**src/rtl/vga_game_pkg.sv**
```systemverilog
// Shared game-state encoding, timing defaults and the frame-stable scene word set.
// Pure declarations; no latency or flow control of its own.
package vga_game_pkg;

  localparam logic [1:0] MODE_SPLASH = 2'd0;
  localparam logic [1:0] MODE_PLAY   = 2'd1;
  localparam logic [1:0] MODE_CRASH  = 2'd2;
  localparam logic [1:0] MODE_OVER   = 2'd3;

  localparam int CRASH_FRAMES_DEF = 60;
  localparam int FLASH_PERIOD_DEF = 4;

  typedef struct packed {
    logic [31:0] pipe1;
    logic [31:0] pipe2;
    logic [31:0] pipe3;
    logic [31:0] pipe4;
    logic [31:0] bird;
    logic [31:0] score;
  } scene_t;

endpackage

```
**src/rtl/button_edge_detect.sv**
```systemverilog
// Two-flop synchronizer for a raw button plus rising-edge detect on the synchronized level.
// Edge appears 2 clocks after the button rises and lasts one cycle; no backpressure.
module button_edge_detect (
  input  logic clk,
  input  logic reset,
  input  logic btn,
  output logic rise
);

  // [0],[1] synchronize; [2] holds the previous synchronized level
  logic [2:0] sync_q;

  always_ff @(posedge clk or negedge reset) begin
    if (!reset) sync_q <= '0;
    else        sync_q <= {sync_q[1:0], btn};
  end

  assign rise = sync_q[1] & ~sync_q[2];

endmodule

```
**src/rtl/display_frame_sequencer.sv**
```systemverilog
// Game-state sequencer and frame-stable display shadows, advancing only on screen_end.
// State/shadow updates visible 1 cycle after screen_end; jump_pulse 1 cycle after an edge; no backpressure.
module display_frame_sequencer
  import vga_game_pkg::*;
#(
  parameter int CRASH_FRAMES = CRASH_FRAMES_DEF,
  parameter int FLASH_PERIOD = FLASH_PERIOD_DEF
) (
  input  logic        clk,
  input  logic        reset,
  input  logic        screen_end,
  input  logic        jump,
  input  logic        collision,
  input  logic [31:0] pipe1_in,
  input  logic [31:0] pipe2_in,
  input  logic [31:0] pipe3_in,
  input  logic [31:0] pipe4_in,
  input  logic [31:0] bird_in,
  input  logic [31:0] score_in,
  input  logic [31:0] high_score_in,
  output logic [31:0] pipe1,
  output logic [31:0] pipe2,
  output logic [31:0] pipe3,
  output logic [31:0] pipe4,
  output logic [31:0] bird_top_left,
  output logic [31:0] current_score,
  output logic [31:0] high_score,
  output logic [1:0]  mode,
  output logic        jump_pulse,
  output logic        flash_on,
  output logic [15:0] frame_count
);

  localparam logic [7:0] CRASH_LOAD = 8'(CRASH_FRAMES);
  localparam logic [3:0] FLASH_LAST = 4'(FLASH_PERIOD - 1);

  logic       jump_rise;
  logic       jump_pending;
  logic       go;
  logic [7:0] crash_timer;
  logic [3:0] flash_cnt;
  scene_t     scene_q;

  button_edge_detect u_jump_edge (
    .clk   (clk),
    .reset (reset),
    .btn   (jump),
    .rise  (jump_rise)
  );

  // An edge landing in the screen_end cycle counts as if it were already pending
  assign go = jump_pending | jump_rise;

  always_ff @(posedge clk or negedge reset) begin
    if (!reset) begin
      mode        <= MODE_SPLASH;
      crash_timer <= '0;
      flash_on    <= 1'b0;
      flash_cnt   <= '0;
    end else if (screen_end) begin
      case (mode)
        MODE_SPLASH: if (go) mode <= MODE_PLAY;
        MODE_PLAY: begin
          if (collision) begin
            mode        <= MODE_CRASH;
            crash_timer <= CRASH_LOAD;
            flash_on    <= 1'b1;
            flash_cnt   <= '0;
          end
        end
        MODE_CRASH: begin
          if (crash_timer == 8'd1) begin
            mode        <= MODE_OVER;
            crash_timer <= '0;
            flash_on    <= 1'b0;
            flash_cnt   <= '0;
          end else begin
            crash_timer <= crash_timer - 8'd1;
            if (flash_cnt == FLASH_LAST) begin
              flash_on  <= ~flash_on;
              flash_cnt <= '0;
            end else begin
              flash_cnt <= flash_cnt + 4'd1;
            end
          end
        end
        MODE_OVER:  if (go) mode <= MODE_SPLASH;
        default:    mode <= MODE_SPLASH;
      endcase
    end
  end

  // Presses during the crash animation must not carry over into OVER
  always_ff @(posedge clk or negedge reset) begin
    if (!reset)                               jump_pending <= 1'b0;
    else if (screen_end || mode == MODE_CRASH) jump_pending <= 1'b0;
    else if (jump_rise)                        jump_pending <= 1'b1;
  end

  always_ff @(posedge clk or negedge reset) begin
    if (!reset) jump_pulse <= 1'b0;
    else        jump_pulse <= jump_rise && (mode == MODE_PLAY);
  end

  always_ff @(posedge clk or negedge reset) begin
    if (!reset) begin
      scene_q     <= '0;
      high_score  <= '0;
      frame_count <= '0;
    end else if (screen_end) begin
      high_score  <= high_score_in;
      frame_count <= frame_count + 16'd1;
      if (mode == MODE_PLAY) begin
        scene_q <= '{pipe1: pipe1_in, pipe2: pipe2_in, pipe3: pipe3_in,
                     pipe4: pipe4_in, bird: bird_in, score: score_in};
      end else if (mode == MODE_OVER && go) begin
        scene_q <= '0;
      end
    end
  end

  assign pipe1         = scene_q.pipe1;
  assign pipe2         = scene_q.pipe2;
  assign pipe3         = scene_q.pipe3;
  assign pipe4         = scene_q.pipe4;
  assign bird_top_left = scene_q.bird;
  assign current_score = scene_q.score;

endmodule

```
**config.mk**
```make
export PLATFORM = sky130hd
export DESIGN_NAME = display_frame_sequencer
export DESIGN_NICKNAME = d
export VERILOG_FILES = /design/src/rtl/vga_game_pkg.sv /design/src/rtl/button_edge_detect.sv /design/src/rtl/display_frame_sequencer.sv
export SDC_FILE = /design/constraint.sdc
export NUM_CORES = 1
export LEC_CHECK = 0
export CORE_AREA = 3 3 181 183
export DETAILED_ROUTE_END_ITERATION = 12
export DIE_AREA = 0 0 184 186
export SYNTH_ARGS = -nofsm -noshare
export SYNTH_HDL_FRONTEND = slang
export SYNTH_SLANG_ARGS = --single-unit
export TNS_END_PERCENT = 30
```
**constraint.sdc**
```tcl
create_clock -name clk -period 5.8 [get_ports clk]
set_input_delay 0.87 -clock clk [delete_from_list [all_inputs] [get_ports clk]]
set_output_delay 0.87 -clock clk [all_outputs]
set_load 0.05 [all_outputs]
```
## Yosys cells after proc, flatten, opt, wreduce, memory -nomap -nowiden

Index checks and enable logic that the tools add are counted.

| word-level totals | value |
|---|---|
| register bits after elaboration | 260 |
| input port bits | 229 |
| output and inout port bits | 244 |
| word-level logic and storage cells | 63 |

| cells by class | value |
|---|---|
| $add $sub $neg | 3 |
| equal/unequal tests | 10 |
| multiplexer cells | 20 |
| bitwise gates (word level) | 4 |
| reductions and logical operators | 11 |

Operators with widths:

| operator | count |
|---|---|
| 2-to-1 mux 192 bit | 2 |
| adder 16 x 1 -> 16 bit (second input constant) | 1 |
| 2-to-1 mux 8 bit | 2 |
| one-hot mux 8 bit (2 select lines) | 1 |
| 2-to-1 mux 4 bit | 3 |
| == test 8 x 1 -> 1 bit (second input constant) | 1 |
| 2-to-1 mux 2 bit | 4 |
| inequality test 2 bit (second input constant) | 4 |
| one-hot mux 2 bit (4 select lines) | 1 |
| one-hot mux 4 bit (2 select lines) | 1 |
| subtractor 8 x 1 -> 8 bit (second input constant) | 1 |
| nonzero test 2 bit | 3 |
| 2-to-1 mux 1 bit | 5 |
| AND reduction 5 bit | 1 |
| adder 4 x 1 -> 4 bit (second input constant) | 1 |
| == test 2 bit (second input constant) | 2 |
| == test 4 x 2 -> 1 bit (second input constant) | 1 |
| AND reduction 4 bit | 1 |
| inequality test 3 bit (second input constant) | 1 |
| AND reduction 3 bit | 1 |
| == test 2 x 1 -> 1 bit (second input constant) | 1 |
| logical AND 1 bit | 2 |
| logical NOT 2 bit | 1 |
| NOT 1 bit | 2 |
| other kinds (5) | 5 |

## Longest topological paths before layout

| depth | value |
|---|---|
| depth in word-level cells | 6 |
| depth in mapped cells | 8 |
| depth with buffers taken out | 6 |

## By module

A second synthesis with hierarchy kept.

| unflattened totals | value |
|---|---|
| cells, all modules | 658 |
| area, all modules | 9,629.2 um2 |

By module, submodules not included:

| module | instances | cells each | area each (um2) |
|---|---|---|---|
| display_frame_sequencer | 1 | 654 | 9,540.4 |
| button_edge_detect | 1 | 4 | 88.8 |

## Worst setup path before layout

No wires, ideal clock.

| path | value |
|---|---|
| kind | reg-to-reg |
| start point | reg mode[0] |
| end point | reg crash_timer[3] |
| setup time | 0.121 ns |
| arrival time | 2.030 ns |
| setup slack | 3.649 ns |
| stages on the path, launching flop included | 9 |
| path buffers | 2 |
| path through | dfrtp_1 > inv_1 > ha_1 > buf_2 > mux2_2 > and2_1 > clkbuf_1 > o21a_1 > o22a_1 |

| between the ends | value |
|---|---|
| cells in the longest elaborated chain, start to end | 3 |
| elaborated cells between the ends (all ways) | 6 |
| classes of those cells | eq/ne (3); mux (1); reduce/logical (2) |

Ends and longest elaborated chain:

| what | line | source |
|---|---|---|
| from (decl) | display_frame_sequencer.sv:28 | `output logic [1:0] mode,` |
| from (signal assigned) | display_frame_sequencer.sv:56 | `mode <= MODE_SPLASH;` |
| from (signal assigned) | display_frame_sequencer.sv:62 | `MODE_SPLASH: if (go) mode <= MODE_PLAY;` |
| from (signal assigned) | display_frame_sequencer.sv:65 | `mode <= MODE_CRASH;` |
| == test 2 x 1 -> 1 bit or == test 2 bit (tied branches) | display_frame_sequencer.sv:61 | `case (mode)` |
| inequality test 2 bit (no line) or nonzero test 2 bit (tied branches) | n/a |  |
| AND reduction 3 bit (no line) | n/a |  |
| to (signal assigned) | display_frame_sequencer.sv:78 | `crash_timer <= crash_timer - 8'd1;` |
| to (decl) | display_frame_sequencer.sv:40 | `logic [7:0] crash_timer;` |

Several ways; a longest one is shown, not always the timed one.
A chain may end at the register's enable or synchronous reset.

## Worst setup path after layout

| path | value |
|---|---|
| start point | reg frame_count[6] |
| end point | out frame_count[6] |

RTL lines:

| what | line | source |
|---|---|---|
| from (decl) | display_frame_sequencer.sv:31 | `output logic [15:0] frame_count` |
| from (signal assigned) | display_frame_sequencer.sv:112 | `frame_count <= frame_count + 16'd1;` |

No word-level cell between the ends.

==> impl_metrics.csv <==
group,metric,value,unit
run_status,run_status,"finished clean",
cells_and_area,insertedDiodeCount,0,
cells_and_area,final_nets,1357,
critical_path,critPathBufInv,1,
global_route,largest_net_degree_at_the_start_of_global_routing,118,
detailed_routing,routed-via-count,7581,
power,ir_drop,0.0003401,V
detailed_routing,detailroute.wirelength.met2,15450,um
power,p_leak,6.992,nW
die,floorplan.rows,65,
sta,setup_repair_after_global_routing_missed_its_margin,"false",
sta,clock_skew,10.97,ps
critical_path,timing.critical_path.max_delay_family,"buffers and inverters",
yosys,async_set_or_reset_register_ratio_after_synthesis,1.000,
cells_and_area,multi_input_comb_area,0.002890,mm^2
critical_path,critical_path.reg2reg.endpoint,"current_score[17]",
detailed_routing,detail_route.vias_per_cell,4.916,
placed_design,cell_area_placed,0.01475,mm^2
critical_path,worstSetupEndpointType,"output pin",
yosys,netlist-cell-type-count,47,
global_route,initial_antenna_violation_count,1,
clock_tree,root_buffer,"clkbuf_16",
cells_and_area,synthToLayoutAreaGrowth,63.75,%
critical_path,setup.worst_path.class,"reg2out",
yosys,sequential_to_total_area_share_from_yosys_stat,0.6754,
critical_path,timing.critical_path.slowest_stage_cell,"clkdlybuf4s50_1",
clock_tree,clk-insertion-delay-late,540,ps
cells_and_area,finish.instance_area,0.01577,mm^2
sta,final_hold_viol_count,0,
critical_path,worstRegToRegCells,5,
die,initial_utilization,0.3069,
yosys,synth_area,0.009633,mm^2
yosys,ys_warn_count,0,
power,total_power,9.995,mW
sta,final_min_period_over_clock_period,0.4651,
detailed_routing,routedLengthMet1,12520,um
clock_tree,worst_setup_hold_path_clk_slew,60,ps
critical_path,reg2reg_slack,3270,ps
placed_design,dp.final_hpwl,22560,um
global_route,gr-total-overflow,0,
critical_path,timing.rr.start,"mode[1]",
sta,timing.final.setup_violations,0,
sta,fin_crit,2698,ps
cells_and_area,footprint_of_the_flip_flops_and_latches,0.006506,mm^2
detailed_routing,drtIter0Drc,327,
detailed_routing,drt_drc_violations_left,0,
clock_tree,cts.path.max_buffers,3,
clock_tree,cts_bufs_inserted,29,
yosys,ys_seq_elements,260,
yosys,post_syn_area_per_cell,14.66,um^2
global_route,grt_pass1_vias,7839,
placed_design,place.detailed.instances,1490,
die,die_y,186,um
die,core_area,0.03139,mm^2
sta,highest_attainable_clock_frequency,370.7,MHz
die,floorplan.io_pins,473,
critical_path,critPathLaunchType,"flop",
cells_and_area,share_of_final_layout_standard_cells_stronger_than_drive_strength_1,0.09298,
critical_path,critical_path_arrival,1830,ps
sta,tightest_slew,1003,ps
detailed_routing,detailedRoute.firstPassIterationCount,6,
detailed_routing,drtAntennaViolNets,0,
cells_and_area,layout.filler_cells,2720,
clock_tree,clock-sinks,260,
clock_tree,ctsResizeCount,0,
yosys,edff_count_synth,0,
clock_tree,cts_hold_repair.buffers,0,
detailed_routing,detail_route.wirelength,32020,um
flow_run,maxCapViolations,0,
placed_design,gp_congestion,0.7771,
critical_path,cp_slowest_stage_delay,850,ps
critical_path,path_max_fanout,6,
sta,max_slew_margin,0.3311,
yosys,synth_nets,895,
die,fp.dieW,184,um
sta,final.setup.tns,0,ps
sta,timing.final.max_slew_violations,0,
detailed_routing,route.detailed.wl_per_inst,20.76,um
die,fp.dieArea,0.03422,mm^2
global_route,first_pass_grt_wire_length,47680,um
clock_tree,cts_tree,"done",
placed_design,number_of_buffers_inserted_by_port_buffering,472,
critical_path,worst_path_required,4930,ps
detailed_routing,met3WireLength,3434,um
cells_and_area,final_instance_count_without_filler_cells,1542,
global_route,track_usage,0.1758,
clock_tree,htreeDepth,1,
clock_tree,postCtsSetupBuffers,0,
yosys,syn-instance-count,657,
critical_path,cp_cell_sequence,"clkdlybuf4s50_1",
yosys,leading_register_cell_type_out_of_synthesis,"dfrtp_1",
detailed_routing,top_signal_layer_used,"met4",
hold_path,worstHoldPathType,"in2async",
power,power.density,633.7,mW/mm^2
[cells in the final DEF (no fill, tap or decap), types with 3 or more instances in the layout]
cell / instances
inv_1: 10
xor2_1: 5
nand2_1: 9
nand3_1: 6
o21ai_0: 7
buf_4: 6
clkinv_2: 8
xnor2_1: 10
clkbuf_16: 29
nand2b_1: 3
a22o_1: 194
a21o_1: 3
clkbuf_8: 7
nand4_1: 5
ha_1: 9
mux2_2: 35
bufinv_16: 5
and3_1: 3
dfrtp_1: 260
nor3_1: 3
clkdlybuf4s50_1: 470
a21oi_1: 3
nor2_1: 10
[where the power goes]
group / internal [mW] / leakage (nW) / switching, mW
sequential: 2.49 / 3.25 / 0.422
clock: 1.22 / 0.512 / 0.749
combinational: 1.83 / 3.23 / 3.28
[final cells by class]
type	instances	area share
repair buffers	480	0.3049
flip-flops and latches	260	0.4125
clock buffers	38	0.05259
well taps	402	0.03189
inverters	10	0.002380
multi-input cells	338	0.1832
clock inverters	14	0.01253
[Yosys cell counts (6+ instances only)]
cell type / n / area, um^2
nand3_1: 6 / 30.03
nor2_1: 10 / 37.54
inv_1: 10 / 37.54
xnor2_1: 10 / 87.58
dfrtp_1: 260 / 6506
clkbuf_1: 25 / 93.84
buf_2: 23 / 115.1
nand2_1: 9 / 33.78
a22o_1: 194 / 1699
ha_1: 9 / 112.6
mux2_2: 35 / 394.1
o21ai_0: 8 / 40.04
[metrics by stage]
stage	utilization	hold slack, ps	worst slack [ps]
floorplan	-	331.2	3649
global placement	0.4697	344.7	2602
detailed placement	0.4697	349.2	2576
CTS	0.5025	363.7	3050
global route	0.5025	367.9	3003
finish	0.5025	340.8	3102
[registers in the layout, indices dropped and copies added, names as in the netlist]
| signal | flops |
|---|---|
| bird_top_left | 32 |
| current_score | 32 |
| high_score | 32 |
| pipe1 | 32 |
| pipe2 | 32 |
| pipe3 | 32 |
| pipe4 | 32 |
| frame_count | 16 |
| crash_timer | 8 |
| flash_cnt | 4 |
| u_jump_edge.sync_q | 3 |
| mode | 2 |
| flash_on | 1 |
| jump_pending | 1 |
| jump_pulse | 1 |
[routing by layer]
metal / track usage / up-vias
met2: 0.2944 / 353
li1: - / 3402
met1: 0.2155 / 3782
met3: 0.06918 / 44
met4: 0.03992 / 0
met5: 0 / -
[worst max path at each step]
stage	from	end	slack, ps	cells after the start
6_report	frame_count[6]	frame_count[6]	3100	1
5_1_grt	screen_end	current_score[16]	3000	5
4_1_cts	frame_count[6]	frame_count[6]	3050	1
3_5_place_dp	screen_end	current_score[12]	2580	5
3_3_place_gp	screen_end	pipe3[16]	2600	5
2_1_floorplan	mode[0]	crash_timer[3]	3650	8
[logic make-up (layout without fill, tap and decap cells)]
family | count (synthesis) | after routing | share of synthesized area
flip-flops | 260 | 260 | 0.6754
AO/OA/AOI/OAI | 224 | 224 | 0.1994
buffers and inverters | 59 | 542 | 0.02598
AND/OR/NAND/NOR | 53 | 53 | 0.03039
multiplexers | 37 | 37 | 0.04351
XOR/XNOR | 15 | 15 | 0.01364
adder cells (fa/ha/maj) | 9 | 9 | 0.01169
Note: power is estimated with default switching activity, not from simulation.
